## src/rtl/button_process_unit.sv

```systemverilog
// Debounces a raw mechanical button and emits one registered clock pulse per press.
// Define BUTTON_AUTO_REPEAT_EN to add auto-repeat pulses while the button stays held.
module button_process_unit #(
  parameter int sim = 0
) (
  input  logic clk,
  input  logic reset,
  input  logic ButtonIn,
  output logic ButtonOut
);

  localparam int unsigned cnt_w = 20;
  localparam logic [cnt_w-1:0] n_last = (sim != 0) ? 20'd99 : 20'd999_999;

`ifdef BUTTON_AUTO_REPEAT_EN
  localparam int unsigned rpt_w = 26;
  localparam logic [rpt_w-1:0] d_last = (sim != 0) ? 26'd299 : 26'd49_999_999;
  localparam logic [rpt_w-1:0] r_last = (sim != 0) ? 26'd99  : 26'd9_999_999;
`endif

  typedef enum logic [1:0] {
    IDLE        = 2'd0,
    PRESS_CHK   = 2'd1,
    PRESSED     = 2'd2,
    RELEASE_CHK = 2'd3
  } state_t;

  state_t           state;
  logic [cnt_w-1:0] cnt;
  logic             sync_ff;
  logic             sync_in;

`ifdef BUTTON_AUTO_REPEAT_EN
  logic [rpt_w-1:0] rpt_cnt;
  logic             rpt_first;
`endif

  // Synchronizer, debounce FSM and registered pulse output in one clocked process.
  always_ff @(posedge clk) begin
    if (reset) begin
      sync_ff   <= 1'b0;
      sync_in   <= 1'b0;
      state     <= IDLE;
      cnt       <= '0;
      ButtonOut <= 1'b0;
`ifdef BUTTON_AUTO_REPEAT_EN
      rpt_cnt   <= '0;
      rpt_first <= 1'b1;
`endif
    end else begin
      sync_ff   <= ButtonIn;
      sync_in   <= sync_ff;
      ButtonOut <= 1'b0;
      case (state)
        IDLE: begin
          cnt <= '0;
          if (sync_in) state <= PRESS_CHK;
        end
        PRESS_CHK: begin
          if (!sync_in) begin
            state <= IDLE;
            cnt   <= '0;
          end else if (cnt == n_last) begin
            state     <= PRESSED;
            cnt       <= '0;
            ButtonOut <= 1'b1;
`ifdef BUTTON_AUTO_REPEAT_EN
            rpt_cnt   <= '0;
            rpt_first <= 1'b1;
`endif
          end else begin
            cnt <= cnt + 20'd1;
          end
        end
        PRESSED: begin
          cnt <= '0;
          if (!sync_in) begin
            state <= RELEASE_CHK;
          end
`ifdef BUTTON_AUTO_REPEAT_EN
          // First repeat after D held clocks, then one every R clocks.
          else if ((rpt_first && rpt_cnt == d_last) || (!rpt_first && rpt_cnt == r_last)) begin
            ButtonOut <= 1'b1;
            rpt_cnt   <= '0;
            rpt_first <= 1'b0;
          end else begin
            rpt_cnt <= rpt_cnt + 26'd1;
          end
`endif
        end
        RELEASE_CHK: begin
          if (sync_in) begin
            state <= PRESSED;
            cnt   <= '0;
          end else if (cnt == n_last) begin
            state <= IDLE;
            cnt   <= '0;
`ifdef BUTTON_AUTO_REPEAT_EN
            rpt_cnt   <= '0;
            rpt_first <= 1'b1;
`endif
          end else begin
            cnt <= cnt + 20'd1;
          end
        end
        default: begin
          state <= IDLE;
          cnt   <= '0;
        end
      endcase
    end
  end

endmodule

```

## config.mk

```make
export PLATFORM = sky130hd
export DESIGN_NAME = button_process_unit
export DESIGN_NICKNAME = d
export VERILOG_FILES = /design/src/rtl/button_process_unit.sv
export SDC_FILE = /design/constraint.sdc
export NUM_CORES = 1
export LEC_CHECK = 0
export CELL_PAD_IN_SITES_DETAIL_PLACEMENT = 1
export CELL_PAD_IN_SITES_GLOBAL_PLACEMENT = 2
export CORE_MARGIN = 2
export CORE_UTILIZATION = 36
export DETAILED_ROUTE_END_ITERATION = 10
export PLACE_DENSITY_LB_ADDON = 0.1
export SYNTH_ARGS = -nofsm -noshare
export SYNTH_HDL_FRONTEND = slang
export SYNTH_SLANG_ARGS = --single-unit
```

## constraint.sdc

```tcl
create_clock -name clk -period 2.9 [get_ports clk]
set_clock_uncertainty 0.15 [all_clocks]
set_input_delay 0.58 -clock clk [delete_from_list [all_inputs] [get_ports clk]]
set_output_delay 0.58 -clock clk [all_outputs]
set_load 0.01 [all_outputs]
```

# After elaboration in Yosys (flattened, before gate mapping)
# Index checks and enable logic that the tools add are counted.
# op_classes
bitwise_logic,2
n_eq_ne,8
mux,12
n_reduce_logical,4
addsub,1
# ops
op,n
2-to-1 mux 20 bit,3
case mux 20 bit (3 select lines),1
"adder 20 x 1 -> 20 bit, second input constant",1
"== test 20 bit, second input constant",1
2-to-1 mux 2 bit,6
case mux 2 bit (4 select lines),1
"!= test 3 bit, second input constant",2
"== test 2 bit, second input constant",2
"!= test 2 bit, second input constant",2
AND reduction 4 bit,1
OR reduction 3 bit,1
"== test 2 x 1 -> 1 bit, second input constant",1
zero test 2 bit,1
NOT 1 bit,2
OR reduction 2 bit,1
2-to-1 mux 1 bit,1
# word_totals
input_bits,3
reg_bits,25
wordCells,32
output_inout_bits,1

# Depth between registers and ports, before layout
# depth
word_depth,4
mapped_depth,6
mapped_depth_nobuf,5

# Least setup slack after synthesis
# No wires, ideal clock.
# synth_path
kind,reg2reg
startpoint,register cnt[0]
endpoint,register cnt[18]
path_stages_with_launch,6
arrival_time_ns,1.923
slack_ns,0.756
n_path_buf,0
setup_time_ns,0.071
required_ns,2.679
period_less_slack_ns,2.144
cell_sequence,dfxtp_1 -> ha_1 -> nand3_1 -> or4_4 -> or4_1 -> a21oi_1
# synth_via
elab_chain_cells,4
word_cells_on_any_way,6
classes_between,1 x add/sub; 1 x eq/ne; 4 x mux
# synth_rtl
item,line_no,rtl
from (decl),29,logic [cnt_w-1:0] cnt;
from (signal assigned),72,cnt <= cnt + 20'd1;
from (signal assigned),103,cnt <= cnt + 20'd1;
adder 20 x 1 -> 20 bit or == test 20 bit (tied branches),--,
2-to-1 mux 20 bit *,"63, 95",
"2-to-1 mux 20 bit, on equally long branches","92, 60",
case mux 20 bit (3 select lines) *,54,case (state)
# Every way passes the cells marked *; elsewhere a longest branch is shown, timed or not.
# A chain may end at the register's enable or synchronous reset.

# Worst setup path in the final report
# Ends and elaborated chain as after synthesis.

==> results <==
- The sequential cells in the finished layout cover a total of around 500 µm².
- The clock passes through at most 2 buffers.
- Total power for the finished layout comes to 0.516 mW.
- Measured along the y axis, the die boundary spans 58.4 µm.
- The share of the clock period used by the worst path after layout is 80.8%.
- The area growth from synthesis to layout is 8.81%.
- The die is roughly 58 µm wide.
- The total of warnings raised by yosys is 0.
- After routing the design area is 0.00116 mm².
- Measured against the total synthesized area, the mux share comes to less than 1%.
- In this run the worst setup path terminates at cnt[18].
- The share of synthesized flip-flops with an asynchronous set or reset is 0%.
- The most common cell after layout, fill and taps aside is dfxtp_1.
- For this run, the top clock speed supported by timing is 427 MHz.
- Setup repair after global routing left no endpoint under its margin.
- The post-route minimum period is 2.34 ns.
- The final count of hold timing violations came to 0.
- The mean number of vias per cell is between 5 and 6.
- The number of global-route vias before repair came to 802.
- For this run, the total global-route usage over all layers was measured as 13.8%.
- The share of synthesized cell area in and, or, nand and nor gates is roughly 30%.
- The first global-routing pass estimated 3660 µm of wire.
- The final-report max-slew violation count is 0.
- The number of design-rule violations left by the first detailed-router iteration is 21.
- The post-route netlist has 7.26% of its cells at a drive strength greater than 1.
- The start point of the critical path is cnt[0].
- The type of element capturing the critical path is a register.
- After synthesis, the largest family of logic cells by area is simple AND/OR/NAND/NOR gates.
- The routed length per placed instance is 13.0 µm.
- The total vias in the final route is 809.
- In the final layout, the multi-input gates occupy 529 µm².
- The summed instance area of the synthesized netlist is ~0.0011 mm².
- Clock latency on the worst-skew pair, taken at its later pin, is between 0.3 and 0.4 ns.
- The cell area power density is 446 mW/mm².
- The total I/O pin count is 4.
- The repair_antennas step left the layout with diodes totalling 0.
- The H-tree depth is 1.
- In this run the worst path has a maximum fanout of 7.
- The half-perimeter wire length of the detailed placement result is roughly 1500 µm.
- The top cell types in the final layout, fill and taps aside, are dfxtp_1 (25), nor2_1 (17), xnor2_1 (11).
- The total congestion overflow after global routing is 0.
- The synthesized netlist devotes between 7 and 8% of its cell area to compound gates.
- The flow ran to the end, and the final reports show no timing, DRC or antenna violations.
- The number of flops mapped to enable cells by yosys is 0.
- The arrival time of the worst setup path is ~2.5 ns.
- The critical path is of the reg2reg type.
- The startpoint class of the critical path is a register.
- Summed over all failing endpoints, the final setup total negative slack is 0 ns.
- The initial antenna violation count is 0.
- The total of buffers placed on input and output ports is 3.
- Setup violations remaining at the end of the flow were counted as 0.
- The tool flagged a number of max-cap violations equal to 0.
- The critical path required time is 3.01 ns.
- The post-layout net count is roughly 130.
- For flop-to-flop paths, the worst setup slack is 0.56 ns.
- Counting the buffers created by CTS gives 3.
- The tightest min-delay check is of the reg2reg type.
- The number of distinct standard cells referenced by the synthesized netlist is 30.
- In this run, synthesis produced a sequential element count of 25.
- The post-synthesis xor/xnor area fraction is 10.7%.
- In this run, post-CTS hold repair placed 0 buffers.
- For this run, the register share of the synthesized area comes to 47.0%.
- The number of remaining DRC errors is 0.
- The adder and majority gate portion of the synthesized area is 1.18%.
- The number of nets in the synthesized netlist is 123.
- The placed instance area is approximately 0.0011 mm².
- The flip-flop cell with the highest count after synthesis is dfxtp_1.
- The actual slew at the worst max-slew pin is 0.519 ns.
- The worst register-to-register path begins at cnt[0].
- The initial core utilization is 38.3%.
- The cell count of the worst reg-to-reg path is 5.
- TritonCTS built the clock tree.
- Dividing the synthesized area by the synthesized cell count gives 8.95 µm².
- Entering global routing, the biggest net connects 21 pins.
- CTS placed an instance of clkbuf_4 at the clock tree root.
- The routed wire length is approximately 2000 µm.
- VDD sags by at most 0.265 mV.
- The number of clock sinks is 25.
- The core region is ~0.0028 mm².
- The number of setup buffers added after CTS is 0.
- The post-cts gate resize count is 0.
- The number of nets with antenna violations after routing is 0.
- In this run the tightest slew margin relative to its limit is roughly two thirds.
- The critical register-to-register path endpoint is cnt[18].
- The clock transition at the register clock pins on the worst setup and hold paths after CTS is 0.15 ns.
- For this design the static power due to leakage is about 0.33 nW.
- The row count is 19.
- The routability congestion estimate from global placement is 0.685.
- The die area is 0.00341 mm².
- The final-layout fill cell count is around 340.
- Counting every instance in the synthesized netlist gives 119.
- The first detailed-routing pass ran for 3 iterations.
[worst min-delay path by stage]
stage | from | endpoint | slack, ns | cells past startpoint
after floorplan | sync_ff | sync_in | 0.26 | 1
after global placement | sync_ff | sync_in | 0.28 | 1
after detailed placement | sync_ff | sync_in | 0.29 | 1
after CTS | sync_ff | sync_in | 0.32 | 1
after global routing | sync_ff | sync_in | 0.35 | 1
final | sync_ff | sync_in | 0.32 | 1
[logic make-up (layout without fill, tap and decap cells)]
| group | after synthesis | count (layout) |
|---|---|---|
| buffers and inverters | 9 | 14 |
| DFF | 25 | 25 |
| xor gates and xnor gates | 13 | 13 |
| AOI/OAI and AO/OA | 13 | 13 |
| adders and majority gates | 1 | 1 |
| muxes | 1 | 1 |
| and+or+nand+nor | 57 | 57 |
[sequential cells by signal, indices dropped and copies added (netlist names), named ones only]
| name | flops |
|---|---|
| ButtonOut | 1 |
| cnt | 20 |
| state | 1 |
| sync_ff | 1 |
| sync_in | 1 |
[power by group]
| group | total, mW | internal [mW] | leakage [nW] | switching (mW) |
|---|---|---|---|---|
| clock | 0.164 | 0.0526 | 0.0139 | 0.111 |
| sequential | 0.346 | 0.345 | 0.202 | 0.000886 |
| combinational | 0.00633 | 0.00432 | 0.114 | 0.00201 |
[routing by layer]
layer	up-vias	track usage [%]	part of all wire, %
met1	383	19.8	53
li1	422	-	-
met4	0	5.65	0.89
met2	2	20.5	45
met3	2	2.20	1.4
met5	-	0	0
[metrics by stage]
stage	hold WS [ns]	util, %	worst slack, ns	cells
floorplan	0.264	-	0.756	119
global placement	0.278	40.6	0.664	151
detailed placement	0.294	40.6	0.547	151
CTS	0.322	41.7	0.537	155
global route	0.350	41.7	0.379	155
finish	0.316	41.7	0.555	155
[cells in the mapped netlist (2+ instances only)]
library cell,n,area share (%)
a21oi_1,6,2.8
clkbuf_1,2,0.71
dfxtp_1,25,47
inv_1,6,2.1
nand2_1,6,2.1
nand2b_1,2,1.2
nand3_1,6,2.8
nand3b_1,2,1.4
nor2_1,17,6.0
nor2b_1,3,1.8
nor3_1,4,1.9
nor4_1,4,2.3
o21ai_0,3,1.4
o31ai_1,3,2.1
or3_1,2,1.2
or4_1,3,2.1
xnor2_1,11,9.0
xor2_1,2,1.6
[layout make-up]
type	count	share of cell area, %
clock inverter	1	0.648
tap	31	3.35
clock buffer	3	1.94
sequential	25	43.2
inverter	6	1.94
multi-input combinational	85	45.7
timing repair buffer	4	3.24
[critical path: stages (launching register included)]
cell and delay, ns:
dfxtp_1 0.41, ha_1 0.20, nand3_1 0.24, or4_4 0.64, or4_1 0.49, a21oi_1 0.16
Note: power is estimated with default switching activity, not from simulation.
